<file path="config.mk">
export PLATFORM = sky130hd
export DESIGN_NAME = serial_word_adder
export DESIGN_NICKNAME = d
export VERILOG_FILES = /design/src/rtl/adder_pkg.sv /design/src/rtl/ripple_carry_adder.sv /design/src/rtl/serial_word_adder.sv
export SDC_FILE = /design/constraint.sdc
export NUM_CORES = 1
export LEC_CHECK = 0
export BUFFER_PORTS_ARGS = -buffer_cell sky130_fd_sc_hd__buf_2
export CAP_MARGIN = 20
export CORE_MARGIN = 10
export CORE_UTILIZATION = 46
export DETAILED_ROUTE_END_ITERATION = 12
export PLACE_DENSITY = 0.66
export SLEW_MARGIN = 15
export SYNTH_ARGS = -nofsm -noshare
export SYNTH_HDL_FRONTEND = slang
export SYNTH_SLANG_ARGS = --single-unit
export TNS_END_PERCENT = 1
</file>
<file path="constraint.sdc">
create_clock -name clk -period 3.33 [get_ports clk]
set_input_delay 0.1665 -clock clk [delete_from_list [all_inputs] [get_ports clk]]
set_output_delay 0.1665 -clock clk [all_outputs]
set_load 0.05 [all_outputs]
</file>
<file path="src/rtl/adder_pkg.sv">
`default_nettype none
// ============================================================================
//  Module      : adder_pkg
//  Description : Shared constants and types for the serial word adder.
//  Revision    : 1.0 - initial release
// ============================================================================
package adder_pkg;

    // Width of one ripple-carry slice processed per clock
    localparam int SLICE_W = 4;

    // Sequencer states of the serial word adder
    typedef enum logic [1:0] {
        IDLE = 2'd0,
        ADD  = 2'd1,
        DONE = 2'd2
    } add_state_t;

endpackage : adder_pkg
`default_nettype wire

</file>
<file path="src/rtl/ripple_carry_adder.sv">
`default_nettype none
// ============================================================================
//  Module      : ripple_carry_adder
//  Description : 4-bit ripple-carry adder slice built from full-adder cells.
//  Revision    : 1.0 - initial release
// ============================================================================
module ripple_carry_adder
    import adder_pkg::*;
(
    input  logic [SLICE_W-1:0] a,
    input  logic [SLICE_W-1:0] b,
    input  logic               cin,
    output logic [SLICE_W-1:0] sum,
    output logic               cout
);

    // Carry chain: c[0] is the slice carry-in, c[SLICE_W] the carry-out
    logic [SLICE_W:0] c;

    assign c[0] = cin;

    // One full-adder cell per bit, carry rippling upward
    generate
        for (genvar i = 0; i < SLICE_W; i++) begin : g_bit
            assign sum[i]  = a[i] ^ b[i] ^ c[i];
            assign c[i+1]  = (a[i] & b[i]) | (c[i] & (a[i] ^ b[i]));
        end
    endgenerate

    assign cout = c[SLICE_W];

endmodule : ripple_carry_adder
`default_nettype wire

</file>
<file path="src/rtl/serial_word_adder.sv">
`default_nettype none
// ============================================================================
//  Module      : serial_word_adder
//  Description : Multi-cycle WIDTH-bit adder that pushes one 4-bit slice per
//                clock through a shared ripple-carry slice, with valid/ready
//                handshakes on operands and result.
//  Revision    : 1.0 - initial release
// ============================================================================
module serial_word_adder
    import adder_pkg::*;
#(
    parameter int WIDTH = 16
)
(
    input  logic             clk,
    input  logic             rst_n,
    input  logic             in_valid,
    output logic             in_ready,
    input  logic [WIDTH-1:0] a_in,
    input  logic [WIDTH-1:0] b_in,
    input  logic             cin_in,
    output logic             out_valid,
    input  logic             out_ready,
    output logic [WIDTH-1:0] sum_out,
    output logic             cout_out,
    output logic             ovf_out
);

    localparam int NSLICE = WIDTH / SLICE_W;
    localparam int CNT_W  = (NSLICE > 1) ? $clog2(NSLICE) : 1;
    localparam logic [CNT_W-1:0] LAST_CNT = CNT_W'(NSLICE - 1);

    generate
        if ((WIDTH % SLICE_W) != 0 || WIDTH < 8) begin : g_bad_width
            $error("serial_word_adder: WIDTH must be a multiple of 4 and >= 8");
        end
    endgenerate

    add_state_t               state_q, state_d;
    logic [WIDTH-1:0]         a_q, a_d;
    logic [WIDTH-1:0]         b_q, b_d;
    // Completed low slices; the final slice bypasses this register straight
    // into the result, so it only needs WIDTH-SLICE_W bits.
    logic [WIDTH-SLICE_W-1:0] psum_q, psum_d;
    logic                     carry_q, carry_d;
    logic [CNT_W-1:0]         cnt_q, cnt_d;
    logic [WIDTH-1:0]         res_sum_q, res_sum_d;
    logic                     res_cout_q, res_cout_d;
    logic                     ovf_q, ovf_d;

    logic [SLICE_W-1:0]       slice_sum;
    logic                     slice_cout;
    logic [WIDTH-1:0]         sum_full;

    ripple_carry_adder u_slice (
        .a    (a_q[SLICE_W-1:0]),
        .b    (b_q[SLICE_W-1:0]),
        .cin  (carry_q),
        .sum  (slice_sum),
        .cout (slice_cout)
    );

    // Newest slice enters at the top; after the last slice this is the word
    assign sum_full = {slice_sum, psum_q};

    // Next-state, datapath shifting and result capture
    always_comb begin
        state_d    = state_q;
        a_d        = a_q;
        b_d        = b_q;
        psum_d     = psum_q;
        carry_d    = carry_q;
        cnt_d      = cnt_q;
        res_sum_d  = res_sum_q;
        res_cout_d = res_cout_q;
        ovf_d      = ovf_q;
        case (state_q)
            IDLE: begin
                if (in_valid) begin
                    a_d     = a_in;
                    b_d     = b_in;
                    carry_d = cin_in;
                    cnt_d   = '0;
                    state_d = ADD;
                end
            end
            ADD: begin
                psum_d  = sum_full[WIDTH-1:SLICE_W];
                a_d     = a_q >> SLICE_W;
                b_d     = b_q >> SLICE_W;
                carry_d = slice_cout;
                cnt_d   = cnt_q + CNT_W'(1);
                if (cnt_q == LAST_CNT) begin
                    // Carry into the MSB differs from carry out of it
                    ovf_d      = a_q[SLICE_W-1] ^ b_q[SLICE_W-1]
                               ^ slice_sum[SLICE_W-1] ^ slice_cout;
                    res_sum_d  = sum_full;
                    res_cout_d = slice_cout;
                    state_d    = DONE;
                end
            end
            DONE: begin
                if (out_ready) begin
                    state_d = IDLE;
                end
            end
            default: begin
                state_d = IDLE;
            end
        endcase
    end

    // State and datapath registers, cleared asynchronously by rst_n
    always_ff @(posedge clk or negedge rst_n) begin
        if (!rst_n) begin
            state_q    <= IDLE;
            a_q        <= '0;
            b_q        <= '0;
            psum_q     <= '0;
            carry_q    <= 1'b0;
            cnt_q      <= '0;
            res_sum_q  <= '0;
            res_cout_q <= 1'b0;
            ovf_q      <= 1'b0;
        end else begin
            state_q    <= state_d;
            a_q        <= a_d;
            b_q        <= b_d;
            psum_q     <= psum_d;
            carry_q    <= carry_d;
            cnt_q      <= cnt_d;
            res_sum_q  <= res_sum_d;
            res_cout_q <= res_cout_d;
            ovf_q      <= ovf_d;
        end
    end

    assign in_ready  = rst_n && (state_q == IDLE);
    assign out_valid = (state_q == DONE);
    assign sum_out   = res_sum_q;
    assign cout_out  = res_cout_q;
    assign ovf_out   = ovf_q;

endmodule : serial_word_adder
`default_nettype wire

</file>
==> results of run 1 <==
-- worst min-delay path by stage --
stage          startpoint                      to  slack (ns)
5_1_grt          a_in[13]     a_q[13]$_DFFE_PN0P_        0.05
4_1_cts          a_in[13]     a_q[13]$_DFFE_PN0P_        0.03
3_3_place_gp        rst_n  sum_out[2]$_DFFE_PN0P_        0.20
3_5_place_dp        rst_n  sum_out[2]$_DFFE_PN0P_        0.20
6_report         a_in[13]     a_q[13]$_DFFE_PN0P_        0.04
2_1_floorplan       rst_n      a_q[0]$_DFFE_PN0P_       -0.13
-- registers in the layout, indices dropped and copies added (netlist names) --
signal    cells
cout_out      1
b_q          16
psum_q       12
ovf_out       1
carry_q       1
cnt_q         2
a_q          16
state_q       2
sum_out      16
-- per-layer routing --
layer  up-vias  global-route usage
met5         -                   0
met4         0              0.0628
met3        10              0.0468
met2        49               0.189
met1       903               0.156
li1        916                   -
-- cells in the final DEF, fill, tap and decap left out, types with 2 or more instances in the layout --
cell type      Yosys  routed
nand2b_1           3       3
fa_1               4       4
nand2_1           12      12
mux2_2            19      19
buf_4              2       2
o21ai_0           16      16
mux2_4             5       5
clkinv_2           0       3
buf_2              8      56
a32o_1             2       2
clkinvlp_4         0       2
a22oi_1            4       4
ha_1               2       2
clkbuf_8           0       9
nor2_1             3       3
nor2_2             2       2
dfrtp_1           67      67
clkbuf_1           1       2
dlygate4sd3_1      0       2
a2bb2oi_1         21      21
inv_1              7       7
o22ai_1           23      23
a22o_1             3       3
-- kinds of logic (layout without fill, tap and decap cells) --
logic type,Yosys count,in the layout
AO/OA/AOI/OAI,73,73
XOR/XNOR,2,2
adder cells (fa/ha/maj),6,6
buffers and inverters,25,85
flip-flops,67,67
multiplexers,24,24
AND/OR/NAND/NOR,23,23
-- cell type report --
type	instances	area (um2)	share of cell area
clock buffers	11	131	0.0395
inverters	9	33.8	0.0101
repair buffers	60	315	0.0947
well taps	75	93.8	0.0282
multi-input cells	128	1050	0.315
flip-flops and latches	67	1680	0.504
clock inverters	5	30.0	0.00902
-- timing repair --
action	CTS	global route
endpoints found under the hold margin	26	0
endpoints found under the setup margin	0	0
buffers inserted	0	0
hold buffers	2	0
-- cells in the mapped netlist, types with 2 or more instances --
cell type | instances | area (um2)
dfrtp_1 | 67 | 1680
o22ai_1 | 23 | 144
a2bb2oi_1 | 21 | 184
mux2_2 | 19 | 214
o21ai_0 | 16 | 80.1
nand2_1 | 12 | 45.0
buf_2 | 8 | 40.0
inv_1 | 7 | 26.3
buf_6 | 5 | 56.3
mux2_4 | 5 | 75.1
a22oi_1 | 4 | 30.0
fa_1 | 4 | 80.1
a22o_1 | 3 | 26.3
nand2b_1 | 3 | 18.8
nor2_1 | 3 | 11.3
a32o_1 | 2 | 20.0
buf_4 | 2 | 15.0
ha_1 | 2 | 25.0
nor2_2 | 2 | 12.5
-- power by group through the flow --
stage / combinational [W] / clock (W) / sequential, W
final: 0.00185 / 0.000565 / 0.00148
after global routing: 0.00204 / 0.000609 / 0.00153
after CTS: 0.00187 / 0.000581 / 0.00148
after detailed placement: 0.00187 / 0 / 0.00149
after global placement: 0.00184 / 0 / 0.00148
after floorplan: 0.00123 / 0 / 0.00176
-- metrics by stage --
step / instances / utilization / instance area, um2 / worst slack (ns)
global placement: 337 / 0.525 / 3150 / 0.881
finish: 355 / 0.556 / 3330 / 0.678
floorplan: 220 / - / 2870 / 0.959
CTS: 355 / 0.556 / 3330 / 0.694
detailed placement: 337 / 0.525 / 3150 / 0.826
global route: 355 / 0.556 / 3330 / 0.536
==> impl_metrics.tcl, run 1 <==
set metrics [dict create \
    status "finished, final reports clean" \
    route.met2.wl_mm 2.64 \
    gp_congestion 0.716 \
    slew_headroom 0.382 \
    grt_max_degree 43 \
    met1_length_mm 2.87 \
    worst-setup-path-type "flop to primary output" \
    vias 1878 \
    synth_top_family_by_area "compound AO/OA/AOI/OAI gates" \
    p_clk_frac 0.145 \
    ys_warn_count 0 \
    syn_area_um2 2870 \
    top_layer "met4" \
    critPathRequiredTime_ns 3.16 \
    clock_sinks 67 \
    syn_to_final_growth_pct 15.8 \
    finClkSkew_ns 0.00965 \
    syn_inst 220 \
    peakVddDrop_v 0.000559 \
    internal_power_w 0.00228 \
    crit_slowest_cell "clkinv_1" \
    syn_nets 263 \
    cp.arrival_ns 2.49 \
    synth-main-ff-cell "dfrtp_1" \
    initialDrtViolationCount 46 \
    crit_start "state_q[0]$_DFFE_PN0P_" \
    wl_met3_um 430 \
    worstPathMaxFanout 26 \
    syn_area_per_cell_um2 13.1 \
    initial_utilization 0.480 \
    drt_first_pass_iters 4 \
    synth_compound_area_frac 0.180 \
    clock_latency_ns 0.34 \
    synthSimpleGateAreaFrac 0.0418 \
    critical_path_depth 3 \
    wl_mm 6.07 \
    ant_nets 0 \
    path_cells "clkinv_1 > and3_1 > buf_2" \
    dp_hpwl_mm 4.22 \
    cts.clk_slew.worst_paths_ns 0.08 \
    die_area_um2 9810 \
    finalSetupViolCount 0 \
    r2r-end "ovf_out$_DFFE_PN0P_" \
    synth_fa_ha_area_frac 0.0366 \
    pwr-share-comb 0.475 \
    p_leak_nw 1.59 \
    die_w_um 99.0 \
    grt_pass1_vias 2062 \
    n_fill_cell 513 \
    critical_path.startpoint_type "flop" \
    fmax_mhz 377 \
    rrSetupSlack_ns 0.81 \
    cp.buffers_inverters 2 \
    pwr_density_cell_nw_per_um2 1170 \
    hold-path-cell-count 2 \
    ff2ff_path_depth 10 \
    r2r_start "a_q[0]$_DFFE_PN0P_" \
    cts_tree "done" \
    antennaDiodeCount 0 \
    cts_resized 0 \
    cap_violations 0 \
    hold_ws_ns 0.0447 \
    rsz0062_at_grt "no" \
    cts_buffer_depth 2 \
    total_power_w 0.00389 \
    antenna_found_initial 0 \
    critPathTopFamily "buffers and inverters" \
    async_reset_ff_frac 1.00 \
    min_period_over_period 0.796 \
    grt_pass1_wl_mm 10.1 \
    synth_cell_types 31 \
    overflow 0 \
    hold_viol_final 0 \
    crit_path_max_incr_delay_ns 0.77 \
    fp.dieH_um 99.0 \
    setup-tns-final_ns 0 \
    pin_count 57 \
    tightest_slew_ns 0.926 \
    hold_path.class "input pin to flop" \
    synth_xor_area_frac 0.00609 \
    ys_seq_area_frac 0.583 \
    h-tree-depth 3 \
    period_needed_ns 2.65 \
    synth_edf_count 0 \
    power_switching_w 0.00161 \
    cts_made_buffers 9 \
    end_kind "primary output" \
    ys_ff_latch 67 \
    nNetsFinal 318 \
    drive_gt1_frac 0.361 \
    slew_violations 0 \
    portBuffers 56 \
    post_drt_via_cell_ratio 5.29 \
    synthMuxAreaShare 0.101 \
    seq_power_share 0.380 \
    p_sw_frac 0.414 \
    core_um2 5990 \
    root_buffer "clkbuf_8" \
    num_rows 28 \
    drc 0 \
    routedWlPerCell_um 17.1 \
    track_usage 0.126 \
    setup.worst_path.end "in_ready" \
]
(Power assumes the default switching activity.)
==> run 2, diff against run 1 <==
clock period = 2.6 ns   (was 3.33 ns; I/O delays follow)
==> impl_metrics.tcl, run 2 (synthesis results as in run 1) <==
set metrics [dict create \
    syn_to_final_growth_pct 19.3 \
    min_period_over_period 0.951 \
    slew_violations 0 \
    place_ws_ns 0.0941 \
    pin_count 57 \
    peakVddDrop_v 0.000799 \
    setup_slack_ns 0.127 \
    mostFrequentLayoutCells "67 x dfrtp_1, 56 x buf_2, 23 x o22ai_1" \
    worstPathMaxFanout 3 \
    final_common_cell "dfrtp_1" \
    cap_violations 0 \
    wl_mm 6.24 \
    pwr_density_cell_nw_per_um2 1520 \
    critPathTopFamily "adder cells" \
    critPathRequiredTime_ns 2.85 \
    core_um2 5990 \
    track_usage 0.132 \
    fp.dieH_um 99.0 \
    ant_nets 0 \
    post_drt_via_cell_ratio 5.42 \
    grt_pass1_wl_mm 10.5 \
    nNetsFinal 325 \
    tightest_slew_ns 0.751 \
    cts_made_buffers 9 \
    fin_util 0.572 \
    clock_latency_ns 0.33 \
    vias 1958 \
    cts.clk_slew.worst_paths_ns 0.06 \
    antennaDiodeCount 0 \
    critical_path.startpoint_type "flop" \
    die_area_um2 9810 \
    hold_viol_final 0 \
    period_needed_ns 2.47 \
    grt_pass1_vias 2115 \
    cts_buffer_depth 2 \
    finClkSkew_ns 0.00509 \
    cp.buffers_inverters 3 \
    portBuffers 56 \
    status "finished, final reports clean" \
    root_buffer "clkbuf_8" \
    gp_congestion 0.729 \
    drive_gt1_frac 0.388 \
    cp.arrival_ns 2.72 \
    fmax_mhz 404 \
    crit_path_max_incr_delay_ns 0.46 \
    hold_path.class "input pin to flop" \
    end_kind "flop" \
    h-tree-depth 3 \
    slew_headroom 0.499 \
    initial_utilization 0.480 \
    drt_first_pass_iters 4 \
    worst-setup-path-type "flop to flop" \
    antenna_found_initial 0 \
    path_cells "fa_1 > inv_2 > fa_1 > inv_1 > fa_2 > inv_2 > fa_2 > xor2_2 > xnor2_1 > o21ai_0" \
    num_rows 28 \
    cts_tree "done" \
    dp_hpwl_mm 4.43 \
    drc 0 \
    crit_slowest_cell "fa_2" \
    grt_max_degree 43 \
    die_w_um 99.0 \
    initialDrtViolationCount 64 \
    clock_sinks 67 \
    p_leak_nw 1.64 \
    routedWlPerCell_um 17.3 \
    finalSetupViolCount 0 \
    overflow 0 \
]
==> run 2: through the flow <==
step | cell area, um2 | hold slack (ns) | TNS [ns] | power, W | std cells
5_1_grt | 3430 | 0.00234 | -0.00894 | 0.00559 | 361
3_3_place_gp | 3190 | 0.232 | 0 | 0.00428 | 342
3_5_place_dp | 3190 | 0.233 | 0 | 0.00434 | 342
4_1_cts | 3400 | 0.000279 | 0 | 0.00520 | 359
2_1_floorplan | 2870 | -0.166 | 0 | 0.00384 | 220
6_report | 3430 | 0.0257 | 0 | 0.00521 | 361
==> run 2: layout make-up <==
type,instances,area [um2]
clock buffers,13,159
clock inverters,2,35.0
fillers,517,2560
inverters,9,33.8
multi-input cells,128,1060
flip-flops and latches,67,1680
well taps,75,93.8
repair buffers,67,370
==> run 2: layer usage <==
metal,global-route usage,vias up,share of wire,wire length [um]
li1,-,925,-,-
met1,0.161,963,0.45,2790
met2,0.197,64,0.46,2870
met3,0.0733,6,0.083,515
met4,0.0331,0,0.0096,60
met5,0,-,0,0
==> run 2: repair_timing <==
item                       4_1_cts  5_1_grt
hold buffers                     2        1
hold endpoints to repair        68        1
resized for setup                0        5
setup buffers                    0        1
setup endpoints to repair        0        1
==> run 2: power by group <==
part | switching (W) | leakage, nW | internal, W
logic | 0.00138 | 0.734 | 0.00109
clock network | 0.000358 | 0.0995 | 0.000489
registers | 0.000336 | 0.807 | 0.00156
==> run 2: path summary, 6_finish.rpt <==
kind,end,slack [ns],cells past startpoint,from
max,ovf_out$_DFFE_PN0P_,0.13,10,a_q[0]$_DFFE_PN0P_
min,a_q[12]$_DFFE_PN0P_,0.03,2,a_in[12]
max reg2reg,ovf_out$_DFFE_PN0P_,0.13,10,a_q[0]$_DFFE_PN0P_
min reg2reg,ovf_out$_DFFE_PN0P_,0.48,2,ovf_out$_DFFE_PN0P_
max in group asynchronous,cnt_q[1]$_DFFE_PN0P_,1.76,3,rst_n
min in group asynchronous,sum_out[3]$_DFFE_PN0P_,0.40,3,rst_n
